===== config.mk =====
export PLATFORM = sky130hd
export DESIGN_NAME = pixel_compositor
export DESIGN_NICKNAME = d
export VERILOG_FILES = /design/src/rtl/pixel_pkg.sv /design/src/rtl/disc_hit.sv /design/src/rtl/pixel_compositor.sv
export SDC_FILE = /design/constraint.sdc
export NUM_CORES = 2
export LEC_CHECK = 0
export ABC_AREA = 1
export CORE_MARGIN = 2
export CORE_UTILIZATION = 65
export CTS_CLUSTER_SIZE = 25
export DETAILED_ROUTE_END_ITERATION = 7
export PLACE_DENSITY = 0.85
export SLEW_MARGIN = 20
export SYNTH_ARGS = -nofsm -noshare
export SYNTH_HDL_FRONTEND = slang
export SYNTH_SLANG_ARGS = --single-unit

===== constraint.sdc =====
create_clock -name clockin -period 18 [get_ports clockin]
set_input_delay 3.6 -clock clockin [delete_from_list [all_inputs] [get_ports clockin]]
set_output_delay 3.6 -clock clockin [all_outputs]
set_load 0.02 [all_outputs]

===== src/rtl/pixel_pkg.sv =====
// Shared pixel types and fixed colours for the display compositor.
// XVGA active-area defaults live here so the top and the bench agree on them.
package pixel_pkg;
  typedef logic [23:0] rgb_t;

  localparam rgb_t GRAB_RGB   = 24'hFFFF00;
  localparam rgb_t PLAYER_RGB = 24'hFFFFFF;
  localparam rgb_t WALL_RGB   = 24'h00FFFF;
  localparam rgb_t GOAL_RGB   = 24'h000000;

  localparam int XVGA_H_ACTIVE = 1024;
  localparam int XVGA_V_ACTIVE = 768;
endpackage


===== src/rtl/disc_hit.sv =====
// Disc membership test: registered offset from centre, then registered squared-distance < R2.
// Latency 2 cycles, free-running, no backpressure.
module disc_hit #(
  parameter int R2 = 150
) (
  input  logic        clk_i,
  input  logic        rst_i,
  input  logic [10:0] x_i,
  input  logic [9:0]  y_i,
  input  logic [10:0] cx_i,
  input  logic [9:0]  cy_i,
  output logic        hit_o
);
  logic signed [11:0] dx_q, dx_d, dy_q, dy_d;
  logic signed [23:0] dx_w, dy_w;
  logic [23:0]        sqx, sqy;
  logic [24:0]        sum;
  logic               hit_q, hit_d;

  assign dx_d = $signed({1'b0, x_i}) - $signed({1'b0, cx_i});
  assign dy_d = $signed({2'b0, y_i}) - $signed({2'b0, cy_i});

  // Widen before multiplying so the square is not truncated to the operand width.
  assign dx_w  = {{12{dx_q[11]}}, dx_q};
  assign dy_w  = {{12{dy_q[11]}}, dy_q};
  assign sqx   = dx_w * dx_w;
  assign sqy   = dy_w * dy_w;
  assign sum   = {1'b0, sqx} + {1'b0, sqy};
  assign hit_d = sum < 25'(R2);

  always_ff @(posedge clk_i) begin
    if (rst_i) begin
      dx_q  <= '0;
      dy_q  <= '0;
      hit_q <= 1'b0;
    end else begin
      dx_q  <= dx_d;
      dy_q  <= dy_d;
      hit_q <= hit_d;
    end
  end

  assign hit_o = hit_q;
endmodule


===== src/rtl/pixel_compositor.sv =====
// Per-pixel compositor: hands > player > wall > goal > gradient > background; 3-cycle latency, no backpressure.
// Define CURSOR_BLINK_EN to make grabbing hands blink every BLINK_FRAMES vsync falls.
module pixel_compositor
  import pixel_pkg::*;
#(
  parameter int                      NUM_HANDS    = 2,
  parameter int                      HAND_R2      = 150,
  parameter int                      PLAYER_R2    = 200,
  parameter int                      H_ACTIVE     = XVGA_H_ACTIVE,
  parameter int                      V_ACTIVE     = XVGA_V_ACTIVE,
  parameter int                      GRAD_SHIFT   = 11,
  parameter rgb_t                    BG_COLOR     = 24'hAA8833,
  parameter int                      GOAL_Y       = -2384,
  parameter logic [24*NUM_HANDS-1:0] HAND_COLORS  = {24'hFF0000, 24'h00FF00},
  parameter rgb_t                    GRAB_COLOR   = GRAB_RGB,
  parameter int                      BLINK_FRAMES = 8
) (
  input  logic                     clockin,
  input  logic                     reset,
  input  logic [10:0]              hcount,
  input  logic [9:0]               vcount,
  input  logic                     hsync,
  input  logic                     vsync,
  input  logic                     blank,
  input  logic [11*NUM_HANDS-1:0]  hand_x,
  input  logic [10*NUM_HANDS-1:0]  hand_y,
  input  logic [NUM_HANDS-1:0]     grab,
  input  logic                     exists,
  input  logic signed [12:0]       screeny,
  output rgb_t                     pixel,
  output logic                     pclock,
  output logic                     phsync,
  output logic                     pvsync,
  output logic                     pblank
);
  localparam int PW = 8 + GRAD_SHIFT;

  logic [2:0]            tim_s1_q, tim_s2_q, tim_q;
  logic                  exists_s1_q, exists_s2_q;
  logic [NUM_HANDS-1:0]  grab_s1_q, grab_s2_q, hand_hit, show_grab;
  logic signed [14:0]    w_s1_q, w_d, d_s1_q, d_d;
  logic                  goal_s2_q, goal_d, grad_ok_s2_q, grad_ok_d, player_hit;
  rgb_t                  grad_s2_q, grad_d, pixel_q, pixel_d;
  logic [GRAD_SHIFT-1:0] d_low;

  for (genvar i = 0; i < NUM_HANDS; i++) begin : g_hand
    disc_hit #(.R2(HAND_R2)) u_hit (
      .clk_i (clockin),
      .rst_i (reset),
      .x_i   (hcount),
      .y_i   (vcount),
      .cx_i  (hand_x[11*i +: 11]),
      .cy_i  (hand_y[10*i +: 10]),
      .hit_o (hand_hit[i])
    );
  end

  disc_hit #(.R2(PLAYER_R2)) u_player (
    .clk_i (clockin),
    .rst_i (reset),
    .x_i   (hcount),
    .y_i   (vcount),
    .cx_i  (11'(H_ACTIVE / 2)),
    .cy_i  (10'(V_ACTIVE / 2)),
    .hit_o (player_hit)
  );

  assign w_d = $signed({5'b0, vcount}) + $signed({{2{screeny[12]}}, screeny});
  assign d_d = $signed(15'(V_ACTIVE)) - w_d;

  assign goal_d    = (w_s1_q >= $signed(15'(GOAL_Y - 1))) && (w_s1_q <= $signed(15'(GOAL_Y + 1)));
  assign grad_ok_d = !d_s1_q[14] && (d_s1_q < $signed(15'(2 ** GRAD_SHIFT)));

  // Only the low GRAD_SHIFT bits of d matter whenever the gradient is actually selected.
  assign d_low = d_s1_q[GRAD_SHIFT-1:0];
  for (genvar c = 0; c < 3; c++) begin : g_grad
    logic [PW-1:0] prod;
    assign prod = PW'(BG_COLOR[8*c +: 8]) * PW'(d_low);
    assign grad_d[8*c +: 8] = prod[PW-1 -: 8];
  end

`ifdef CURSOR_BLINK_EN
  localparam int FCW = (BLINK_FRAMES > 1) ? $clog2(BLINK_FRAMES) : 1;
  logic [FCW-1:0] frame_q, frame_d;
  logic           blink_q, blink_d, vs_fall;

  assign vs_fall = tim_s1_q[1] & ~vsync;

  always_comb begin
    frame_d = frame_q;
    blink_d = blink_q;
    if (vs_fall) begin
      if (frame_q == FCW'(BLINK_FRAMES - 1)) begin
        frame_d = '0;
        blink_d = ~blink_q;
      end else begin
        frame_d = frame_q + FCW'(1);
      end
    end
  end

  always_ff @(posedge clockin) begin
    if (reset) begin
      frame_q <= '0;
      blink_q <= 1'b1;
    end else begin
      frame_q <= frame_d;
      blink_q <= blink_d;
    end
  end

  assign show_grab = grab_s2_q & {NUM_HANDS{blink_q}};
`else
  assign show_grab = grab_s2_q;
`endif

  // Assigned lowest priority first so later matches override; hand 0 ends up on top.
  always_comb begin
    pixel_d = BG_COLOR;
    if (grad_ok_s2_q) pixel_d = grad_s2_q;
    if (goal_s2_q)    pixel_d = GOAL_RGB;
    if (exists_s2_q)  pixel_d = WALL_RGB;
    if (player_hit)   pixel_d = PLAYER_RGB;
    for (int i = NUM_HANDS - 1; i >= 0; i--) begin
      if (hand_hit[i]) pixel_d = show_grab[i] ? GRAB_COLOR : HAND_COLORS[24*i +: 24];
    end
  end

  always_ff @(posedge clockin) begin
    if (reset) begin
      tim_s1_q     <= 3'b111;
      tim_s2_q     <= 3'b111;
      tim_q        <= 3'b111;
      exists_s1_q  <= 1'b0;
      exists_s2_q  <= 1'b0;
      grab_s1_q    <= '0;
      grab_s2_q    <= '0;
      w_s1_q       <= '0;
      d_s1_q       <= '0;
      goal_s2_q    <= 1'b0;
      grad_ok_s2_q <= 1'b0;
      grad_s2_q    <= '0;
      pixel_q      <= '0;
    end else begin
      tim_s1_q     <= {hsync, vsync, blank};
      tim_s2_q     <= tim_s1_q;
      tim_q        <= tim_s2_q;
      exists_s1_q  <= exists;
      exists_s2_q  <= exists_s1_q;
      grab_s1_q    <= grab;
      grab_s2_q    <= grab_s1_q;
      w_s1_q       <= w_d;
      d_s1_q       <= d_d;
      goal_s2_q    <= goal_d;
      grad_ok_s2_q <= grad_ok_d;
      grad_s2_q    <= grad_d;
      pixel_q      <= pixel_d;
    end
  end

  assign pixel  = pixel_q;
  assign pclock = clockin;
  assign phsync = tim_q[2];
  assign pvsync = tim_q[1];
  assign pblank = tim_q[0];
endmodule


# After elaboration in Yosys (flattened, before gate mapping)
# Cells that the tools add are included.
[classes] addsub=11 n_mul=9 div_mod_pow=0 order_cmp=6 eq_ne=0 shifts=0 n_mux=8 bitwise_logic=0 n_reduce_logical=3
[op_table] op="$mux 24" n=7
[op_table] op="$add 24x24->25" n=3
[op_table] op="$lt 25x8->1 const B" n=3
[op_table] op="$mul 12x12->24" n=3
[op_table] op="$mul 11x11->22" n=3
[op_table] op="$sub 11x11->12" n=2
[op_table] op="$sub 10x10->11" n=2
[op_table] op="$mul 7x11->18 const A" n=1
[op_table] op="$mul 6x11->17 const A" n=1
[op_table] op="$mul 5x11->16 const A" n=1
[op_table] op="$mux 16" n=1
[op_table] op="$lt 15x13->1 const B" n=1
[op_table] op="$sub 11x14->15 const A" n=1
[op_table] op="$add 11x13->14" n=1
[op_table] op="$ge 14x13->1 const B" n=1
[op_table] op="$le 14x13->1 const B" n=1
[op_table] op="$sub 11x10->12 const B" n=1
[op_table] op="$sub 10x9->11 const B" n=1
[op_table] op="$logic_and 1x1->1" n=2
[op_table] op="$logic_not 1->1" n=1
[word_totals] ff_bits=166 latch_bits=0 ramBits=0 rom_bits=0 inputBits=84 out_inout_bits=28 word_cells=60 mem_count=0

# Depth between registers and ports, before layout
[depth] depth_word=6 ltp_mapped=39 mapped_depth_nobuf=39

# By module
# From an unflattened synthesis, not the netlist that was laid out.
[unflattened] hier_cells=5695 area_unflattened_um2=43266.5
[by_module_without_submodules] module="disc_hit (g_hand[1].u_hit)" instances=1 cells_per_inst=1670 area_per_inst_um2=12458.2 seq_area_each_um2=480.5
[by_module_without_submodules] module="disc_hit (g_hand[0].u_hit)" instances=1 cells_per_inst=1622 area_per_inst_um2=12340.6 seq_area_each_um2=480.5
[by_module_without_submodules] module="disc_hit (u_player)" instances=1 cells_per_inst=1594 area_per_inst_um2=12131.6 seq_area_each_um2=480.5
[by_module_without_submodules] module="pixel_compositor" instances=1 cells_per_inst=809 area_per_inst_um2=6336.1 seq_area_each_um2=1801.7

==> results_dict.tcl <==
set metrics [dict create \
    p_int_mw 3.11 \
    wl_per_cell_um 15.0 \
    async_reset_ff_share_pct 0 \
    ys_ff_latch 162 \
    synth_area_sq_um 40200 \
    antenna_found_initial 4 \
    start_util_pct 65.4 \
    cp_data_arrival_time_ps 9770 \
    pwr-share-seq_pct 6.8 \
    clk_pin_slew_ps 70 \
    dp_hpwl_um 75300 \
    outcome "finished clean" \
    ys.flop_type "dfxtp_1" \
    core.rowCount 91 \
    cts-resized-gates 0 \
    insertion_delay_ps 590 \
    synth.distinct_cells 56 \
    coreArea_sq_um 61500 \
    avgSynthCellArea_sq_um 7.95 \
    cp.required_ps 14400 \
    gp_congestion 0.902 \
    multi_input_area_sq_um 31000 \
    hp-class "register to register" \
    ios 112 \
    grt_pass1_wl_um 154000 \
    p_switching_mw 4.01 \
    finalHoldViolations 0 \
    swShare_pct 56.3 \
    ir_drop_uv 698 \
    syn_inst 5060 \
    regArea_sq_um 3240 \
    rsz0062_at_grt "false" \
    io_buffers 111 \
    end_kind "primary output" \
    final-setup-viol-count 0 \
    cts_tree "built" \
    yosys_warnings 0 \
    placed_area_sq_um 42000 \
    viasPerCell 5.30 \
    detail-route-antenna-nets 0 \
    cts_hold_buf 0 \
    p_clk_share_pct 6.1 \
    skew_ps 20.1 \
    drt_pass1_iterations 8 \
    yosysSeqAreaShare_pct 8.06 \
    critPathKind "clock port to primary output" \
    drt_iter0_markers 1584 \
    slew_viol_final 0 \
    drcViolationCount 0 \
    cp_max_fo 2 \
    dp_slack_ps 4890 \
    syn_nets 6363 \
    final_cell_area_sq_um 42700 \
    die_y_um 253 \
    grt_pass1_vias 33800 \
    setup_tns_ps 0 \
    post_cts_buffers 0 \
    powerDensity_nw_per_um2 167 \
    grt-ovfl-total 0 \
    grt_max_degree 62 \
    wirelength_um 88800 \
    fin_ws_ps 4630 \
    fillers 4706 \
    slew_headroom_pct 49.2 \
    synth_edf_count 0 \
    maxCapViolCount 0 \
    design.die.area_sq_um 63900 \
    start_kind "clock port" \
    synthToLayoutAreaGrowth_pct 6.12 \
    combPwrFrac_pct 87.1 \
    p_leak_nw 25.2 \
    nets 6406 \
    grt_usage_pct 30.0 \
    die_x_um 253 \
    tightest_slew_ps 762 \
    drive_gt1_share_pct 2.29 \
    vias 31300 \
]
## cells in the mapped netlist, drive strengths merged, types with 26 or more instances
cell type     n  area [sq um]
a21oi       305          1530
clkbuf       89           335
dfxtp       162          3240
fa          702         14100
ha          517          6470
inv        1488          5590
nand2       812          3090
nand3       102           541
nand4        26           163
nor2        279          1050
nor3         33           185
o21ai       164           832
xnor2        84           736
xor2        137          1240
## final cells by class
class                           count  area share, %
Antenna cell                        2         0.0117
Clock buffer                       21           1.20
Clock inverter                     15          0.463
Inverter                         1493           13.1
Multi-Input combinational cell   3313           72.7
Sequential cell                   162           7.60
Tap cell                          790           2.32
Timing Repair Buffer              112           2.61
## metrics by stage
stage	total power, mW	utilization [%]	hold WS, ps	std cells
after floorplan	5.43	-	372	5060
after global placement	6.49	68.3	375	5871
after detailed placement	6.63	68.3	385	5871
after CTS	7.11	69.4	395	5906
after global routing	8.11	69.4	407	5907
final	7.12	69.4	392	5908
## state kept, by name, summed over array words and instances, names as in the netlist, 3 cells and up
name and flops:
g_hand.u_hit.dx_q 24, pixel 23, g_hand.u_hit.dy_q 22, grad_s2_q 22, d_s1_q 14, w_s1_q 14, u_player.dx_q 12, u_player.dy_q 11
tim_q 3, tim_s1_q 3, tim_s2_q 3
## power groups by stage
stage	combinational [mW]	sequential [mW]	clock [mW]
4_1_cts	6.20	0.480	0.437
6_report	6.20	0.483	0.433
3_3_place_gp	6.00	0.486	0.00746
5_1_grt	7.17	0.488	0.452
2_1_floorplan	4.99	0.434	0.00649
3_5_place_dp	6.14	0.487	0.00746
## worst max-delay path: stages
cell	delay, ps
clkbuf_16	120
clkbuf_16	120
clkdlybuf4s50_1	520
## per-layer routing
metal	vias to the layer above	wire [um]	global-route usage [%]
li1	15100	-	-
met1	15100	34600	35.6
met2	824	45900	54.1
met3	235	4010	3.25
met4	2	4290	15.0
met5	-	11	0
## placed cells by master, fill, tap and decap left out, types with 8 or more instances in the layout
cell type / instances
nand2_1: 799
nor2_1: 278
o21a_1: 13
or2_2: 22
clkdlybuf4s50_1: 110
o21bai_1: 19
xnor2_1: 84
o21ai_0: 154
fa_1: 702
o31ai_1: 8
nand4_1: 26
clkbuf_16: 20
nand2_2: 11
xor2_1: 131
a31oi_1: 18
nand3_1: 96
inv_2: 9
nor3_1: 29
a21oi_1: 304
a21o_1: 18
ha_1: 517
inv_1: 1479
dfxtp_1: 162
## logic make-up after synthesis
logic type | count (synthesis) | synth area share (%)
adders and majority gates | 1219 | 51.0
and+or+nand+nor | 1292 | 13.2
DFF | 162 | 8.06
AOI/OAI and AO/OA | 581 | 8.01
buffers and inverters | 1585 | 14.8
xor gates and xnor gates | 221 | 4.92
## worst paths after layout
check / slack (ps) / end / cells after the start / start
setup / recovery: 4630 / pclock / 3 / clockin
hold / removal: 390 / grad_ok_s2_q / 1 / d_s1_q[11]
setup reg to reg: 10830 / g_hand[0].u_hit.hit_o / 31 / g_hand[0].u_hit.dy_q[10]
hold reg to reg: 390 / grad_ok_s2_q / 1 / d_s1_q[11]
No activity file was read; power rests on OpenSTA's default activity.
